===== config.mk =====
export PLATFORM = sky130hd
export DESIGN_NAME = prefix_addsub_pipe
export DESIGN_NICKNAME = d
export VERILOG_FILES = /design/src/rtl/prefix_addsub_pkg.sv /design/src/rtl/prefix_addsub_pipe_gp_combine.sv /design/src/rtl/prefix_addsub_pipe.sv
export SDC_FILE = /design/constraint.sdc
export NUM_CORES = 1
export LEC_CHECK = 0
export ABC_AREA = 1
export CAP_MARGIN = 20
export CORE_MARGIN = 8
export CORE_UTILIZATION = 45
export DETAILED_ROUTE_END_ITERATION = 16
export GPL_TIMING_DRIVEN = 0
export PLACE_DENSITY = 0.71
export SYNTH_ARGS = -nofsm -noshare
export SYNTH_HDL_FRONTEND = slang
export SYNTH_SLANG_ARGS = --single-unit
export TNS_END_PERCENT = 5

===== constraint.sdc =====
create_clock -name clk -period 1.6 [get_ports clk]
set_clock_uncertainty 0.05 [all_clocks]
set_input_delay 0.32 -clock clk [delete_from_list [all_inputs] [get_ports clk]]
set_output_delay 0.32 -clock clk [all_outputs]
set_load 0.02 [all_outputs]

===== src/rtl/prefix_addsub_pkg.sv =====
// Shared types and helpers for the Kogge-Stone adder/subtractor pipeline.
package prefix_addsub_pkg;

  function automatic int unsigned clog2(input int unsigned v);
    int unsigned r;
    r = 0;
    while ((64'(1) << r) < 64'(v)) r++;
    return r;
  endfunction

  typedef struct packed {
    logic g;
    logic p;
  } gp_t;

endpackage


===== src/rtl/prefix_addsub_pipe_gp_combine.sv =====
// Group generate/propagate combine cell used as the prefix tree node.
module gp_combine
  import prefix_addsub_pkg::*;
(
  input  logic g_hi,
  input  logic p_hi,
  input  logic g_lo,
  input  logic p_lo,
  output logic g_o,
  output logic p_o
);

  assign g_o = g_hi | (p_hi & g_lo);
  assign p_o = p_hi & p_lo;

endmodule


===== src/rtl/prefix_addsub_pipe.sv =====
// Three-stage pipelined WIDTH-bit adder/subtractor with a Kogge-Stone carry tree
// and valid/ready handshakes on both sides.
module prefix_addsub_pipe
  import prefix_addsub_pkg::*;
#(
  parameter int unsigned WIDTH = 16
) (
  input  logic             clk,
  input  logic             rst,
  input  logic             in_valid,
  output logic             in_ready,
  input  logic [WIDTH-1:0] a,
  input  logic [WIDTH-1:0] b,
  input  logic             sub,
  output logic             out_valid,
  input  logic             out_ready,
  output logic [WIDTH-1:0] result,
  output logic             cout,
  output logic             borrow,
  output logic             ovf,
  output logic             zero
);

  localparam int unsigned LEVELS = clog2(WIDTH) + 1;
  localparam int unsigned NODES  = WIDTH + 1;

  logic             load1_c, load2_c, load3_c;
  logic [WIDTH-1:0] b_x;

  logic             s1_v_q, s1_v_d, s1_sub_q, s1_sub_d;
  gp_t [WIDTH-1:0]  s1_gp_q, s1_gp_d;
  logic             s2_v_q, s2_v_d, s2_sub_q, s2_sub_d;
  logic [WIDTH:0]   s2_c_q, s2_c_d;
  logic [WIDTH-1:0] s2_p_q, s2_p_d;
  logic             s3_v_q, s3_v_d;
  logic [WIDTH-1:0] result_q, result_d;
  logic             cout_q, cout_d, borrow_q, borrow_d;
  logic             ovf_q, ovf_d, zero_q, zero_d;

  // Prefix tree: node 0 is the carry-in (G=sub, P=0), node i+1 is bit i.
  logic [LEVELS:0][WIDTH:0] tg, tp;
  logic                     tree_p_unused;

  assign b_x = b ^ {WIDTH{sub}};

  assign tg[0][0] = s1_sub_q;
  assign tp[0][0] = 1'b0;
  for (genvar i = 0; i < int'(WIDTH); i++) begin : g_leaf
    assign tg[0][i+1] = s1_gp_q[i].g;
    assign tp[0][i+1] = s1_gp_q[i].p;
  end

  for (genvar l = 0; l < int'(LEVELS); l++) begin : g_lvl
    for (genvar j = 0; j < int'(NODES); j++) begin : g_node
      if (j >= (2 ** l)) begin : g_comb
        gp_combine u_node (
          .g_hi (tg[l][j]),
          .p_hi (tp[l][j]),
          .g_lo (tg[l][j-(2**l)]),
          .p_lo (tp[l][j-(2**l)]),
          .g_o  (tg[l+1][j]),
          .p_o  (tp[l+1][j])
        );
      end else begin : g_pass
        assign tg[l+1][j] = tg[l][j];
        assign tp[l+1][j] = tp[l][j];
      end
    end
  end

  // Full-span propagate always includes P[-1]=0, so it carries no information.
  assign tree_p_unused = ^tp[LEVELS];

  always_comb begin
    load3_c   = !s3_v_q || out_ready;
    load2_c   = !s2_v_q || load3_c;
    load1_c   = !s1_v_q || load2_c;

    s1_v_d    = s1_v_q;
    s1_sub_d  = s1_sub_q;
    s1_gp_d   = s1_gp_q;
    s2_v_d    = s2_v_q;
    s2_sub_d  = s2_sub_q;
    s2_c_d    = s2_c_q;
    s2_p_d    = s2_p_q;
    s3_v_d    = s3_v_q;
    result_d  = result_q;
    cout_d    = cout_q;
    borrow_d  = borrow_q;
    ovf_d     = ovf_q;
    zero_d    = zero_q;

    if (load1_c) begin
      s1_v_d = in_valid;
      if (in_valid) begin
        s1_sub_d = sub;
        for (int i = 0; i < int'(WIDTH); i++) begin
          s1_gp_d[i].g = a[i] & b_x[i];
          s1_gp_d[i].p = a[i] ^ b_x[i];
        end
      end
    end

    if (load2_c) begin
      s2_v_d = s1_v_q;
      if (s1_v_q) begin
        s2_sub_d = s1_sub_q;
        s2_c_d   = tg[LEVELS];
        for (int i = 0; i < int'(WIDTH); i++) s2_p_d[i] = s1_gp_q[i].p;
      end
    end

    if (load3_c) begin
      s3_v_d = s2_v_q;
      if (s2_v_q) begin
        result_d = s2_p_q ^ s2_c_q[WIDTH-1:0];
        cout_d   = s2_c_q[WIDTH];
        borrow_d = s2_sub_q & ~s2_c_q[WIDTH];
        ovf_d    = s2_c_q[WIDTH] ^ s2_c_q[WIDTH-1];
        zero_d   = (result_d == '0);
      end
    end
  end

  always_ff @(posedge clk) begin
    if (rst) begin
      s1_v_q   <= 1'b0;
      s2_v_q   <= 1'b0;
      s3_v_q   <= 1'b0;
      result_q <= '0;
      cout_q   <= 1'b0;
      borrow_q <= 1'b0;
      ovf_q    <= 1'b0;
      zero_q   <= 1'b0;
    end else begin
      s1_v_q   <= s1_v_d;
      s2_v_q   <= s2_v_d;
      s3_v_q   <= s3_v_d;
      result_q <= result_d;
      cout_q   <= cout_d;
      borrow_q <= borrow_d;
      ovf_q    <= ovf_d;
      zero_q   <= zero_d;
    end
  end

  // Internal stage data is qualified by the valid bits and needs no reset.
  always_ff @(posedge clk) begin
    s1_sub_q <= s1_sub_d;
    s1_gp_q  <= s1_gp_d;
    s2_sub_q <= s2_sub_d;
    s2_c_q   <= s2_c_d;
    s2_p_q   <= s2_p_d;
  end

  assign in_ready  = load1_c;
  assign out_valid = s3_v_q;
  assign result    = result_q;
  assign cout      = cout_q;
  assign borrow    = borrow_q;
  assign ovf       = ovf_q;
  assign zero      = zero_q;

endmodule


==> flow_metrics.env <==
export IMPL_grt_max_degree=18
export IMPL_antenna_found_initial=0
export IMPL_grt_usage_pct=12.5
export IMPL_gp_congestion=0.799
export IMPL_rows=34
export IMPL_via_per_inst=4.82
export IMPL_hold_path_class="in2reg"
export IMPL_grt_pass1_vias=2587
export IMPL_whs_ns=0.362
export IMPL_post_drt_wl_per_cell_um=13.1
export IMPL_grt_ovfl_total=0
export IMPL_clkSinkCount=89
export IMPL_fillCellCount=760
export IMPL_fin_util_pct=57.3
export IMPL_dr_pass1_iters=4
export IMPL_worstSetupEndpointType="register"
export IMPL_die_area_sq_mm=0.0119
export IMPL_dieHeight_um=109
export IMPL_syn_avg_cell_area_sq_um=11.1
export IMPL_port_buffers=58
export IMPL_yosys_warnings=0
export IMPL_worstSkewPairLatency_ns=0.35
export IMPL_status="completed"
export IMPL_initial_core_util_pct=45.6
export IMPL_coreArea_sq_mm=0.00855
export IMPL_crit_path_top_delay_cell="clkdlybuf4s50_1"
export IMPL_path_max_fanout=10
export IMPL_syn_inst=353
export IMPL_timing_rr_end="s1_gp_q[13]"
export IMPL_fin_crit_ns=1.54
export IMPL_htreeDepth=3
export IMPL_path_clk_slew_ns=0.08
export IMPL_yosysUniqueCellTypes=31
export IMPL_nNetsFinal=479
export IMPL_dp_hpwl_um=5250
export IMPL_postPlaceCellArea_sq_mm=0.00466
export IMPL_netlist_area_sq_mm=0.00390
export IMPL_syn2layout_area_growth_pct=25.6
export IMPL_root_buffer="clkbuf_8"
export IMPL_slew_violations=0
export IMPL_cts_tree="built"
export IMPL_drcViolationCount=0
export IMPL_worstPathArrival_ns=1.59
export IMPL_setup_viol=0
export IMPL_min_period_over_period_pct=96.4
export IMPL_cts_buffers=9
export IMPL_cp_startpoint="sub"
export IMPL_max_cap_viol_count=0
export IMPL_cp_depth=5
export IMPL_reg2reg_depth=5
export IMPL_routed_wl_um=7060
export IMPL_worst_pin_slew_ns=0.384
export IMPL_grt_first_pass_wirelength_um=11500
export IMPL_n_antenna_cell=0
export IMPL_crit_end="s1_gp_q[2]"
export IMPL_maxSlewHeadroom_pct=74.3
export IMPL_post_route_cell_area_sq_mm=0.00490
export IMPL_cp_num_buf_inv=3
export IMPL_drive_gt1_share_pct=10.9
export IMPL_stdcell_count=539
export IMPL_worstSetupPathType="in2reg"
export IMPL_fmax_mhz=648
export IMPL_reg2reg_slack_ns=0.10
export IMPL_p_leak_nw=2.08
export IMPL_synth_ff_latch_count=89
export IMPL_postRouteAntennaNets=0
export IMPL_critPathTopFamily="buffers and inverters"
export IMPL_slowest_delay_ns=0.48
export IMPL_drt_iter0_markers=119
export IMPL_pin_count=59
export IMPL_crit_chain="clkdlybuf4s50_1 > buf_4 > buf_6 > xor2_1 > ha_1"
export IMPL_power_density_mw_per_mm2=1000
export IMPL_total_power_mw=4.92
export IMPL_max_vdd_ir_drop_mv=0.413
export IMPL_worstReg2RegStart="out_valid"
export IMPL_crit_required_ns=1.65
export IMPL_clockBufferDepth=2
export IMPL_ys_seq_area_share_pct=62.6
export IMPL_fp_dieW_um=109
export IMPL_cp_start_kind="input port"
export IMPL_finalHoldViolations=0
export IMPL_rsz0062_at_grt="yes"
export IMPL_synth_nets=406
export IMPL_place_inst=519
export IMPL_vias=2600
==> timing repair <==
item	in CTS	in global routing
pin swaps	2	1
setup endpoints to repair	98	33
buffers inserted	1	1
hold buffers	0	0
gates resized for setup	31	1
cloned	2	0
==> synth_stat cells <==
cell | count | area, sq um
nand2_4 | 1 | 11.3
a21oi_1 | 28 | 140
nand2_2 | 5 | 31.3
nor3_1 | 1 | 5.00
xnor2_1 | 9 | 78.8
o21ai_1 | 11 | 55.1
o21ai_2 | 1 | 8.76
o21a_1 | 1 | 7.51
buf_6 | 2 | 22.5
nor2_4 | 1 | 11.3
a211oi_2 | 1 | 12.5
o21ai_0 | 7 | 35.0
inv_1 | 35 | 131
o211ai_2 | 1 | 12.5
inv_2 | 1 | 3.75
nor2_1 | 20 | 75.1
nand3_2 | 1 | 10.0
a21o_1 | 3 | 22.5
nand3_1 | 14 | 70.1
xor2_1 | 16 | 140
dfxtp_1 | 23 | 460
nand2_1 | 75 | 282
o211a_1 | 1 | 10.0
ha_1 | 16 | 200
edfxtp_1 | 66 | 1980
buf_4 | 1 | 7.51
a31oi_1 | 6 | 37.5
inv_4 | 1 | 6.26
o21bai_1 | 1 | 7.51
buf_2 | 3 | 15.0
a21oi_2 | 1 | 8.76
==> worst reg2reg max path: cells and delay by family (launching register included) <==
kind | cells | cell delay (ns)
flops | 1 | 0.36
simple gates | 4 | 0.36
buf+inv | 1 | 0.34
==> flip-flops by register name, summed over array words and instances (netlist names) <==
name / cells
s1_v_q: 1
s2_c_q: 17
s2_p_q: 16
out_valid: 1
result: 16
ovf: 1
s1_gp_q: 32
s2_v_q: 1
borrow: 1
zero: 1
s1_sub_q: 1
cout: 1
==> where the power goes <==
part / internal, mW / switching [mW]
combinational: 0.276 / 0.344
clock: 0.797 / 0.726
sequential: 2.68 / 0.102
==> per-stage QoR <==
stage          setup slack [ns]  setup TNS (ns)
2_1_floorplan           -0.0432           -1.76
3_3_place_gp             -0.623          -48.87
3_5_place_dp             -0.665          -53.07
4_1_cts                  0.0333               0
5_1_grt                -0.00470         -0.0311
6_report                 0.0574               0
==> worst min-delay path by stage <==
stage | slack, ns | from | to | depth (start not counted)
final | 0.36 | out_ready | out_valid | 4
after global routing | 0.37 | out_ready | out_valid | 4
after CTS | 0.35 | out_ready | out_valid | 4
after detailed placement | 0.42 | zero | zero | 2
after global placement | 0.41 | borrow | borrow | 2
after floorplan | 0.33 | rst | out_valid | 1
==> cell usage in the layout, fill, tap and decap left out, types with 6 or more instances in the layout <==
master,synthesis,layout
o21ai_0,7,7
xor2_1,16,16
nand3_1,14,14
dfxtp_1,23,21
clkdlybuf4s50_1,0,35
ha_1,16,16
clkbuf_8,0,10
dlygate4sd2_1,0,22
edfxtp_1,66,66
nor2_1,20,19
inv_1,35,32
a21oi_1,28,28
a31oi_1,6,6
xnor2_1,9,9
nand2_1,75,72
o21ai_1,11,11
==> per-layer routing <==
metal / global-route usage (%) / up-vias / routed length [um]
met3: 3.31 / 6 / 401
met2: 19.9 / 80 / 3320
met4: 5.57 / 0 / 91
li1: - / 1341 / -
met1: 15.7 / 1173 / 3250
met5: 0 / - / 0
==> cell families after synthesis <==
family	count (synthesis)	synth area share [%]
AO/OA/AOI/OAI	62	9.17
XOR/XNOR	25	5.61
adder cells (fa/ha/maj)	16	5.13
buffers and inverters	43	4.78
flip-flops	89	62.6
AND/OR/NAND/NOR	118	12.7
==> layout make-up <==
| type | count | area (sq um) | area share [%] |
|---|---|---|---|
| inverter | 37 | 149 | 3.04 |
| buffer | 6 | 51.3 | 1.05 |
| tap | 108 | 135 | 2.76 |
| timing repair inverter | 2 | 15.0 | 0.306 |
| clock buffer | 15 | 199 | 4.06 |
| timing repair buffer | 60 | 588 | 12.0 |
| multi-input combinational | 221 | 1310 | 26.8 |
| clock inverter | 1 | 5.00 | 0.102 |
| sequential | 89 | 2450 | 49.9 |
Note: power is estimated with default switching activity, not from simulation.
